--- src/rtl/irq_pending_ctrl_pkg.sv ---
// rtl/irq_pending_ctrl_pkg.sv - shared widths, FSM encoding and encoder-check helpers
package irq_pending_ctrl_pkg;

  localparam int NUM_REQ = 4;
  localparam int ID_W    = 2;

  typedef enum logic {
    IDLE  = 1'b0,
    ISSUE = 1'b1
  } state_t;

  function automatic logic [NUM_REQ-1:0] id_onehot(input logic [ID_W-1:0] id);
    id_onehot     = '0;
    id_onehot[id] = 1'b1;
  endfunction

  // Encoder answer is trusted only if it names a set bit with nothing set above it.
  function automatic logic enc_index_ok(input logic [NUM_REQ-1:0] vec,
                                        input logic [ID_W-1:0]    idx);
    enc_index_ok = vec[idx];
    for (int n = 0; n < NUM_REQ; n++) begin
      if (n > int'(idx) && vec[n]) enc_index_ok = 1'b0;
    end
  endfunction

endpackage

--- src/rtl/req_sync.sv ---
// rtl/req_sync.sv - multi-flop synchroniser for a vector of asynchronous lines
module req_sync #(
  parameter int WIDTH       = 4,
  parameter int SYNC_STAGES = 2
) (
  input  logic             clk,
  input  logic             rst_n,
  input  logic [WIDTH-1:0] d,
  output logic [WIDTH-1:0] q
);

  logic [SYNC_STAGES-1:0][WIDTH-1:0] stage_q;

  always_ff @(posedge clk or negedge rst_n) begin
    if (!rst_n) begin
      stage_q <= '0;
    end else begin
      stage_q <= {stage_q[SYNC_STAGES-2:0], d};
    end
  end

  assign q = stage_q[SYNC_STAGES-1];

endmodule

--- src/rtl/irq_pending_ctrl.sv ---
// rtl/irq_pending_ctrl.sv - request sync, edge capture, sticky pending and encoder-driven issue
module irq_pending_ctrl
  import irq_pending_ctrl_pkg::*;
#(
  parameter int SYNC_STAGES = 2
) (
  input  logic               clk,
  input  logic               rst_n,
  input  logic [NUM_REQ-1:0] req_in,
  input  logic [NUM_REQ-1:0] mask,
  output logic [NUM_REQ-1:0] enc_i,
  output logic               enc_p,
  input  logic [ID_W-1:0]    enc_o,
  output logic               irq_valid,
  output logic [ID_W-1:0]    irq_id,
  input  logic               irq_ready,
  output logic [NUM_REQ-1:0] pend,
  output logic               overflow,
  output logic               enc_err,
  input  logic               clr_sticky
);

  logic [NUM_REQ-1:0] sync_q;
  logic [NUM_REQ-1:0] prev_q;
  logic [NUM_REQ-1:0] pend_q;
  logic [NUM_REQ-1:0] rise;
  logic [NUM_REQ-1:0] clr;
  logic [NUM_REQ-1:0] req_vec;
  logic               any_req;
  logic               accept;
  logic               enc_ok;
  logic               ovf_set;
  logic               err_set;
  state_t             state_q, state_d;
  logic [ID_W-1:0]    id_q, id_d;
  logic               ovf_q, err_q;

  req_sync #(
    .WIDTH      (NUM_REQ),
    .SYNC_STAGES(SYNC_STAGES)
  ) u_req_sync (
    .clk  (clk),
    .rst_n(rst_n),
    .d    (req_in),
    .q    (sync_q)
  );

  assign rise    = sync_q & ~prev_q;
  assign req_vec = pend_q & ~mask;
  assign any_req = |req_vec;
  assign accept  = (state_q == ISSUE) && irq_ready;
  assign clr     = accept ? id_onehot(id_q) : '0;
  assign enc_ok  = enc_index_ok(req_vec, enc_o);
  // A rise landing on the bit being accepted simply re-arms it; not an overflow.
  assign ovf_set = |(rise & pend_q & ~clr);

  always_comb begin
    state_d = state_q;
    id_d    = id_q;
    err_set = 1'b0;
    case (state_q)
      IDLE: begin
        if (any_req) begin
          if (enc_ok) begin
            id_d    = enc_o;
            state_d = ISSUE;
          end else begin
            err_set = 1'b1;
          end
        end
      end
      ISSUE: begin
        if (irq_ready) state_d = IDLE;
      end
      default: state_d = IDLE;
    endcase
  end

  always_ff @(posedge clk or negedge rst_n) begin
    if (!rst_n) begin
      state_q <= IDLE;
      id_q    <= '0;
      prev_q  <= '0;
      pend_q  <= '0;
      ovf_q   <= 1'b0;
      err_q   <= 1'b0;
    end else begin
      state_q <= state_d;
      id_q    <= id_d;
      prev_q  <= sync_q;
      pend_q  <= (pend_q & ~clr) | rise;
      if (clr_sticky)   ovf_q <= 1'b0;
      else if (ovf_set) ovf_q <= 1'b1;
      if (clr_sticky)   err_q <= 1'b0;
      else if (err_set) err_q <= 1'b1;
    end
  end

  assign enc_i     = req_vec;
  assign enc_p     = any_req;
  assign irq_valid = (state_q == ISSUE);
  assign irq_id    = id_q;
  assign pend      = pend_q;
  assign overflow  = ovf_q;
  assign enc_err   = err_q;

endmodule

--- config.mk ---
export PLATFORM = sky130hd
export DESIGN_NAME = irq_pending_ctrl
export DESIGN_NICKNAME = d
export VERILOG_FILES = /design/src/rtl/irq_pending_ctrl_pkg.sv /design/src/rtl/req_sync.sv /design/src/rtl/irq_pending_ctrl.sv
export SDC_FILE = /design/constraint.sdc
export NUM_CORES = 1
export LEC_CHECK = 0
export CAP_MARGIN = 40
export CORE_UTILIZATION = 35
export CTS_BUF_LIST = sky130_fd_sc_hd__clkbuf_8
export DETAILED_ROUTE_END_ITERATION = 10
export PLACE_DENSITY = 0.75
export SYNTH_ARGS = -nofsm -noshare
export SYNTH_HDL_FRONTEND = slang
export SYNTH_SLANG_ARGS = --single-unit
--- constraint.sdc ---
create_clock -name clk -period 1.45 [get_ports clk]
set_input_delay 0.29 -clock clk [delete_from_list [all_inputs] [get_ports clk]]
set_output_delay 0.29 -clock clk [all_outputs]
set_load 0.01 [all_outputs]
==> impl_metrics.toml <==
[status]
status = "complete, but fails checks"
violations = "negative setup slack"

[synth]
ys_ff_latch = 21
synthCells = 62
synth-simple-area-share_pct = 17.08
netlist_area_sq_um = 798.3
synthArstFlopShare_pct = 100.0
yosys.area.top_type = "dfrtp_1"
synth_most_common_cell = "dfrtp_1"
synth_top_family_by_area = "simple AND/OR/NAND/NOR gates"
syn_nets = 76
muxShareOfSynthArea_pct = 1.881
synth_compound_gate_area_share_pct = 13.32
syn_avg_cell_area_sq_um = 12.88
synth-adder-area-share_pct = 0
ys_seq_area_share_pct = 65.83
yosysWarnings = 0
synth_xor_area_share_pct = 0
synth_ff_type = "dfrtp_1"
synth_area_leaders = "dfrtp_1 66%, o31ai_1 2.8%, o21ai_0 2.5%, o21bai_4 2.4%, or3b_1 2.2%"
synth.top_cell.area_share_pct = 65.83
yosysUniqueCellTypes = 25
synth_enable_flop_cells = 0
synthTopCellsByCount = "21 x dfrtp_1, 4 x inv_1, 4 x nand2_1, 4 x o21ai_0, 3 x o31ai_1"

[sta]
min_period_ps = 1797
hold_viol = 0
finalSetupViolCount = 7
fmax_mhz = 556.6
fin_ws_ps = -346.8
max_slew.worst_pin.slew_ps = 246.9
relSlewSlack_pct = 83.54
slew_viol_final = 0
period_share_pct = 123.9
clock_skew_ps = 1.752
whs_ps = 348.6
rsz0062_at_grt = "true"

[drt]
drt_pass1_iterations = 2
top_layer = "met4"
wl_met2_microns = 1088
detail_route.vias_per_cell = 4.847
wl_per_cell_microns = 14.10
ant_nets = 0
wl_met1_microns = 826
drtIter0Drc = 5
vias = 698
wl_met3_microns = 100
routed_wirelength_microns = 2030
drc = 0

[pwr]
p_comb_share_pct = 53.2
p_int_mw = 1.626
p_seq_share_pct = 32.4
ir_drop_mv = 1.078
power_leakage_nw = 0.6966
p_per_area_nw_per_um2 = 1652
fin_total_pwr_mw = 2.414
clkPwrFrac_pct = 14.4
switchingPower_uw = 788.4
switching_share_pct = 32.65

[floorplanning]
initial_utilization_pct = 39.09
coreArea_sq_um = 2042
die_width_microns = 49.76
dieArea_sq_um = 2476
io_pins = 28
fp.dieH_microns = 49.76
fp-row-count = 16

[critical_path]
arrival_ps = 1930
critical_path_buf_inv_count = 1
critPathTopFamily = "simple AND/OR/NAND/NOR gates"
end_kind = "flip-flop"
crit_type = "reg -> reg"
crit_fanout = 2
rrSetupSlack_ps = -350
required_ps = 1590
crit_chain = "buf_6 -> or3b_4 -> o31ai_4 -> and3b_1 -> o21bai_4 -> mux2_4"
cp_slowest_cell = "or3b_4"
max_stage_delay_ps = 380
critical_path.startpoint_type = "flip-flop"

[clocking]
clkTransAtPathRegs_ps = 70
clock_sinks = 21
cts_made_buffers = 3
cts_tree = "yes"
cts_buffer_depth = 2
hold_buffers = 0
cts_max_level = 1
cts_root_buffer = "clkbuf_8"
clock_latency_ps = 250

[final_layout]
drive_above_1_share_pct = 43.59
nFillCells = 145
areaGrowthSynthToFinish_pct = 83.07
fin_nets = 132
instances_no_fill = 144
final_area_sq_um = 1461
multiInputGateArea_sq_um = 361.6
antennaDiodeCount = 0
utilization_pct = 71.57
seq_area_sq_um = 525.5

[grt]
track_usage_pct = 17.28
grt_max_degree = 22
grt-ovfl-total = 0
grt_pass1_wl_microns = 3160
grt_pass1_vias = 709
antenna_found_initial = 0

[placement]
routabilityCongestion = 0.8889
dpl-instance-area_sq_um = 1232
dpl.cell_count = 131
port_buffers = 27
dpl.hpwl_microns = 1380

[flow_run]
drv_cap = 0

[min_path]
hold_path_class = "reg -> reg"
flip-flops by register name, summed over array words and instances (netlist names):
| name | cells |
|---|---|
| pend | 4 |
| prev_q | 4 |
| u_req_sync.q | 4 |
| u_req_sync.stage_q | 4 |
| irq_id | 2 |
| enc_err | 1 |
| irq_valid | 1 |
| overflow | 1 |
power by group through the flow:
stage	logic, mW	registers, mW	clock network (mW)
final	1.28	0.781	0.348
after global routing	1.36	0.794	0.389
after CTS	1.09	0.774	0.364
after detailed placement	0.926	0.810	0
after global placement	0.910	0.802	0
after floorplan	0.292	0.858	0
path summary, 6_finish.rpt:
| kind | start | to | cells past startpoint |
|---|---|---|---|
| min in group asynchronous | rst_n | u_req_sync.stage_q[2]$_DFF_PN0_ | 2 |
| hold reg to reg | u_req_sync.stage_q[1]$_DFF_PN0_ | u_req_sync.q[1]$_DFF_PN0_ | 0 |
| hold / removal | u_req_sync.stage_q[1]$_DFF_PN0_ | u_req_sync.q[1]$_DFF_PN0_ | 0 |
| setup / recovery | pend[1]$_DFF_PN0_ | irq_id[1]$_DFFE_PN0P_ | 6 |
| setup reg to reg | pend[1]$_DFF_PN0_ | irq_id[1]$_DFFE_PN0P_ | 6 |
| max in group asynchronous | rst_n | irq_id[0]$_DFFE_PN0P_ | 2 |
per-stage QoR:
step	setup TNS (ps)	setup slack (ps)
floorplan	-309.5	-222.0
global placement	-5007	-776.0
detailed placement	-5139	-780.1
CTS	-1235	-411.1
global route	-1664	-400.5
finish	-1358	-346.8
worst reg2reg max path: cells and delay by family (launching register included):
kind / cells / cell delay (ps)
flops: 1 / 370
simple gates: 2 / 590
mux: 1 / 300
buf+inv: 1 / 110
compound gates: 2 / 310
logic make-up after synthesis:
logic type	count (synthesis)
AOI/OAI and AO/OA	14
buffers and inverters	4
DFF	21
muxes	1
and+or+nand+nor	22
routing by layer:
metal  up-vias  global-route usage, %
li1        334                      -
met1       332                  19.32
met2        30                  32.43
met3         2                  3.086
met4         0                  5.714
met5         -                      0
cells in the final DEF (no fill, tap or decap), drive strengths merged:
| master | instances |
|---|---|
| nor2b | 2 |
| a21oi | 1 |
| and2b | 2 |
| nor4b | 1 |
| nand2 | 4 |
| dfrtp | 21 |
| or3b | 2 |
| and3b | 1 |
| nor4 | 1 |
| o21a | 1 |
| o21bai | 2 |
| mux2 | 1 |
| o22ai | 2 |
| or4 | 1 |
| nand3b | 1 |
| o21ai | 4 |
| or3 | 1 |
| inv | 5 |
| clkdlybuf4s50 | 8 |
| nand2b | 2 |
| dlygate4sd2 | 9 |
| nand3 | 1 |
| o31ai | 4 |
| buf | 29 |
| nor2 | 1 |
| dlymetal6s2s | 4 |
| nor3 | 2 |
| clkbuf | 4 |
cell type report:
| class | instances | area share (%) |
|---|---|---|
| multi-input combinational | 37 | 24.74 |
| clock buffer | 3 | 2.825 |
| sequential | 21 | 35.96 |
| timing repair buffer | 51 | 32.88 |
| tap | 27 | 2.312 |
| clock inverter | 1 | 0.2568 |
| inverter | 4 | 1.027 |
timing repair:
action,4_1_cts,5_1_grt
pin swaps,7,10
setup buffers,5,5
endpoints found under the setup margin,17,13
resized for setup,45,21
cloned,0,0
Note: power is estimated with default switching activity, not from simulation.
==> edit 1: new RTL, same flow settings <==
Change the package constant `ID_W` from 2 to 4.
--- a/src/rtl/irq_pending_ctrl_pkg.sv
+++ b/src/rtl/irq_pending_ctrl_pkg.sv
@@ -4,3 +4,3 @@
   localparam int NUM_REQ = 4;
-  localparam int ID_W    = 2;
+  localparam int ID_W    = 4;
 
Ports: changed (resized enc_o and irq_id); port bits go from 28 to 32. The function was not compared with the original's and may differ.
==> edit 1 against the original RTL <==
  * Routed wire length increased by 6.7%
  * The run still ends with negative setup slack left
  * Final area up 4.2%
  * Power decreased by 14%
  * Clock skew rose by 0.0021 ns
  * Sequential power rose by 9.6%
  * Critical path depth is 1 lower
  * Synthesized area rose by 17%
  * Setup slack improved by 0.059 ns
  * Sequential cell count up 2
==> edit 1: results (changes against the original RTL) <==
Logic synthesis
  • Avg Cell Area, Syn: 13.5 um2 (+4.9%)
  • Dominant cells by area after synthesis: dfrtp_1 (62%), mux2_4 (6.4%), inv_1 (2.8%), mux4_1 (2.8%), nand2b_1 (2.7%)
  • Syn_nets: 85 (+12%)
  • Sequential area share after synthesis: 0.617 (-0.0409)
  • Commonest cells post-synth: dfrtp_1 (23), inv_1 (7), mux2_4 (4), nand2b_1 (4)
  • Post-synth ARST share: 1.00 (unchanged)
  • YS warnings: 0 (unchanged)

Place
  • Placed cells: 146 (+11%)
  • HPWL Detailed: 1550 um (+12%)
  • PortBufs: 31 (+15%)
  • Final Wtd Congestion: 0.812 (-8.6%)
  • Pre-CTS setup slack: -0.718 ns (+0.0619 ns)

Worst setup path
  • Worst path top cell family by delay: multiplexers
  • WP data arrival: 1.89 ns (-0.04 ns)
  • Max stage delay on crit path: 0.46 ns (+0.08 ns)
  • Critical Path Slowest Stage Cell: mux4_2
  • CP max FO: 5 (+3)

Clock network
  • Clock slew at reported path FFs: 0.08 ns
  • Clock Path Buffers: 2 (unchanged)
  • H-Tree Depth: 1 (unchanged)
  • Clock root cell: clkbuf_8

Timing
  • Setup TNS Final: -1.62 ns (-0.261 ns)
  • Setup clock skew after layout: 0.00387 ns (+0.00212 ns)
  • Setup-failing EPs final: 8 (+1)
  • Worst slew pin tran: 0.292 ns (+0.0447 ns)
  • Final worst slack: -0.288 ns (+0.0591 ns)

Global routing
  • Gr usage total: 0.166 (-0.00693)
  • Largest net degree at the start of global routing: 24 (+9.1%)
  • First-pass GRT wire length: 3260 um (+3.0%)
  • GR Overflow Total: 0 (unchanged)
  • Initial antenna violation count: 0 (unchanged)
  • Number of global-route vias before repair: 738 (+4.1%)

Final layout
  • Share of cells above drive strength 1: 0.416 (-0.0199)
  • Nets: 142 (+7.6%)
  • # fillers: 210 (+45%)
  • N_diodes: 0 (unchanged)

Routing
  • WL final: 2170 um (+6.7%)
  • Via/cell ratio: 4.87 (+0.49%)
  • Initial drt markers: 6 (+1)
  • DRT Pass-1 Iters: 4 (+2)
  • Routed len/inst: 14.0 um (-0.87%)

Status
  • Failing checks: negative setup slack
  • Outcome: finished, violations left

Power
  • Pleak: 0.715 nW (+2.7%)
  • Max IR drop VDD: 897 uV (-17%)
[edit 1: final timing paths]
| check | from | end | slack [ns] | depth (start not counted) |
|---|---|---|---|---|
| min reg2reg | u_req_sync.stage_q[1]$_DFF_PN0_ | u_req_sync.q[1]$_DFF_PN0_ | 0.35 | 0 |
| max | pend[1]$_DFF_PN0_ | irq_id[0]$_DFFE_PN0P_ | -0.29 | 5 |
| max reg2reg | pend[1]$_DFF_PN0_ | irq_id[0]$_DFFE_PN0P_ | -0.29 | 5 |
| max in group asynchronous | rst_n | pend[3]$_DFF_PN0_ | 0.83 | 2 |
| min | u_req_sync.stage_q[1]$_DFF_PN0_ | u_req_sync.q[1]$_DFF_PN0_ | 0.35 | 0 |
| min in group asynchronous | rst_n | u_req_sync.stage_q[2]$_DFF_PN0_ | 0.37 | 2 |
[edit 1: cell type report]
class,count,area share
repair buffers,52,0.287
clock buffers,3,0.0271
inverters,7,0.0173
clock inverters,1,0.00329
multi-input cells,39,0.260
flip-flops and latches,23,0.380
well taps,30,0.0247
[edit 1: where the power goes]
group          total, mW  internal (mW)  switching (mW)  leakage [nW]
Clock              0.382          0.191           0.191        0.0255
Sequential         0.856          0.760          0.0959         0.258
Combinational      0.841          0.500           0.342         0.432
Total               2.08           1.45           0.628         0.715
[edit 1: timing repair]
item,CTS,global route
endpoints found under the setup margin,24,16
resized for setup,37,12
pin swaps,5,5
setup buffers,3,3
hold buffers,0,0
[edit 1: stage by stage]
stage / instance area [um2] / utilization
after floorplan: 933 / -
after global placement: 1400 / 0.561
after detailed placement: 1400 / 0.561
after CTS: 1480 / 0.593
after global routing: 1520 / 0.609
final: 1520 / 0.609
[edit 1: worst reg2reg max path: cells and delay by family (launching register included)]
kind | cells | cell delay (ns)
and+or+nand+nor | 2 | 0.21
muxes | 2 | 0.78
DFF | 1 | 0.40
AOI/OAI and AO/OA | 1 | 0.25
[edit 1: per-layer routing]
layer	GRT usage	vias to the layer above	routed length, um
met1	0.200	376	904
met2	0.283	21	1140
met4	0.0789	0	37
met5	0	-	0
li1	-	354	-
met3	0.0311	4	88
[edit 1: logic make-up (layout without fill, tap and decap cells)]
kind of cell / Yosys count / after routing / share of synthesized area
multiplexers: 5 / 5 / 0.0926
AO/OA/AOI/OAI: 13 / 13 / 0.110
buffers and inverters: 7 / 63 / 0.0282
flip-flops: 23 / 23 / 0.617
AND/OR/NAND/NOR: 21 / 21 / 0.152
==> edit 2: new RTL, config.mk and constraints unchanged <==
Made on the original files. Register the input `irq_ready` before use, cleared by the reset. The logic sees it one clock later. The other inputs are not delayed to match.
--- a/src/rtl/irq_pending_ctrl.sv
+++ b/src/rtl/irq_pending_ctrl.sv
@@ -21,2 +21,12 @@
 );
+
+  logic irq_ready_q;
+
+  always_ff @(posedge clk or negedge rst_n) begin
+    if (!rst_n) begin
+      irq_ready_q <= '0;
+    end else begin
+      irq_ready_q <= irq_ready;
+    end
+  end
 
@@ -50,3 +60,3 @@
   assign any_req = |req_vec;
-  assign accept  = (state_q == ISSUE) && irq_ready;
+  assign accept  = (state_q == ISSUE) && irq_ready_q;
   assign clr     = accept ? id_onehot(id_q) : '0;
@@ -72,3 +82,3 @@
       ISSUE: begin
-        if (irq_ready) state_d = IDLE;
+        if (irq_ready_q) state_d = IDLE;
       end
Behaviour: not the same (Yosys sat finds a counterexample within 10 cycles, from zero or initial values and one cycle with rst_n low).
==> edit 2 against the original RTL <==
  * The run still ends with negative setup slack left
  * Routed wire length decreased by 7.6%
  * Power is 11% lower
  * Synthesized area grew 3.1%
  * Sequential power up 6.4%
  * Cell count decreased by 4.9%
  * Count of clock-buffer cells in the layout up 1
  * Setup slack improved by 0.031 ns
  * Sequential cell count grew 1
  * Core utilization down 11 points
  * Non-clock buffer count decreased by 9
  * Sequential share of layout area grew 5.3 points
  * Combinational power fell by 30%
  * Fmax up 1.7%
  * Final area decreased by 8.6%
  * Critical path type is now in2out
  * Largest cell class unchanged
  * Largest power group unchanged
==> edit 2: results (changes against the original RTL) <==
Status
  • Outcome: finished, violations left
  • Failing checks: negative setup slack

Clock network
  • Clock root cell: clkbuf_8
  • H-Tree Depth: 1 (unchanged)
  • Skew-Pair Late Insertion Delay: 0.26 ns

Timing
  • Setup-failing EPs final: 6 (-1)
  • Setup TNS Final: -1.15 ns (+0.212 ns)
  • Setup clock skew after layout: 0.00441 ns (+0.00266 ns)
  • Final worst slack: -0.316 ns (+0.0308 ns)
  • Worst slew pin tran: 0.292 ns (+0.0447 ns)
  • Worst hold slack: 0.351 ns (+0.00278 ns)

Final layout
  • Final std cells w/o fill: 137 (-4.9%)
  • Multi-input gate area: 319 um2 (-12%)
  • Share of cells above drive strength 1: 0.349 (-0.0873)
  • # fillers: 191 (+32%)
  • Nets: 124 (-6.1%)

Worst setup path
  • Critical Path Source: mask[0]
  • Worst path top cell family by delay: buffers and inverters
  • Reg-to-Reg Start: pend[3]$_DFF_PN0_
  • R2r endpoint: irq_id[1]$_DFFE_PN0P_
  • CP Capture Point: enc_p
  • Max stage delay on crit path: 0.52 ns (+0.14 ns)
  • Critical Path Slowest Stage Cell: or4_4
  • CP max FO: 3 (+1)
  • Nature of the critical path endpoint: primary output
  • WP data arrival: 1.48 ns (-0.45 ns)

Power
  • Comb power: 0.902 mW (-30%)
  • Tot Pwr: 2.16 mW (-11%)
  • Clock power frac: 0.196 (+0.052)
  • Pleak: 0.617 nW (-11%)
  • Switching share of power: 0.316 (-0.0107)

Place
  • Area post-placement: 0.00122 mm2 (-0.91%)
  • Final Wtd Congestion: 0.805 (-9.5%)
  • HPWL Detailed: 1370 um (-0.54%)
  • Pre-CTS setup slack: -0.789 ns (-0.00908 ns)
  • Placed cells: 128 (-2.3%)

Routing
  • Via/cell ratio: 4.80 (-0.91%)
  • DRT Pass-1 Iters: 2 (unchanged)
  • Initial drt markers: 4 (-1)
  • Routed len/inst: 13.7 um (-2.9%)

Logic synthesis
  • Multiplexer share of the synthesized area: 0.0182 (-0.000572)
  • Cells after synthesis: 63 (+1.6%)
  • Syn_nets: 77 (+1.3%)
  • Complex-gate fraction of the synthesized area: 0.129 (-0.00405)
  • Sequential area share after synthesis: 0.669 (+0.0104)
  • Dominant cells by area after synthesis: dfrtp_1 (67%), o31ai_1 (2.7%), o21ai_0 (2.4%), o21bai_4 (2.3%), or3b_1 (2.1%)
  • Commonest cells post-synth: dfrtp_1 (22), inv_1 (4), nand2_1 (4), o21ai_0 (4), o31ai_1 (3)

Global routing
  • Gr usage total: 0.161 (-0.0120)
  • Initial antenna violation count: 0 (unchanged)
  • Largest net degree at the start of global routing: 23 (+4.5%)
  • First-pass GRT wire length: 2880 um (-8.7%)
  • Number of global-route vias before repair: 659 (-7.1%)

Min path
  • Hold WC Path Type: reg2reg
  • HP Start: u_req_sync.stage_q[3]$_DFF_PN0_
  • Hold Crit Endpoint: u_req_sync.q[3]$_DFF_PN0_
==> edit 2: final cells by class <==
| cell class | count | area share |
|---|---|---|
| clock buffer | 4 | 0.0412 |
| inverter | 4 | 0.0112 |
| multi-input combinational | 37 | 0.239 |
| sequential | 22 | 0.412 |
| tap | 28 | 0.0262 |
| timing repair buffer | 42 | 0.270 |
==> edit 2: what timing repair did <==
action | in CTS | in global routing
pin swaps | 5 | 4
setup endpoints to repair | 16 | 12
buffers inserted | 4 | 1
gates resized for setup | 32 | 9
==> edit 2: layer usage <==
| metal | vias to the layer above | part of all wire | track usage |
|---|---|---|---|
| met2 | 27 | 0.54 | 0.289 |
| met4 | 0 | 0 | 0.102 |
| met5 | - | 0 | 0 |
| met3 | 0 | 0.056 | 0.0121 |
| met1 | 314 | 0.41 | 0.183 |
| li1 | 317 | - | - |
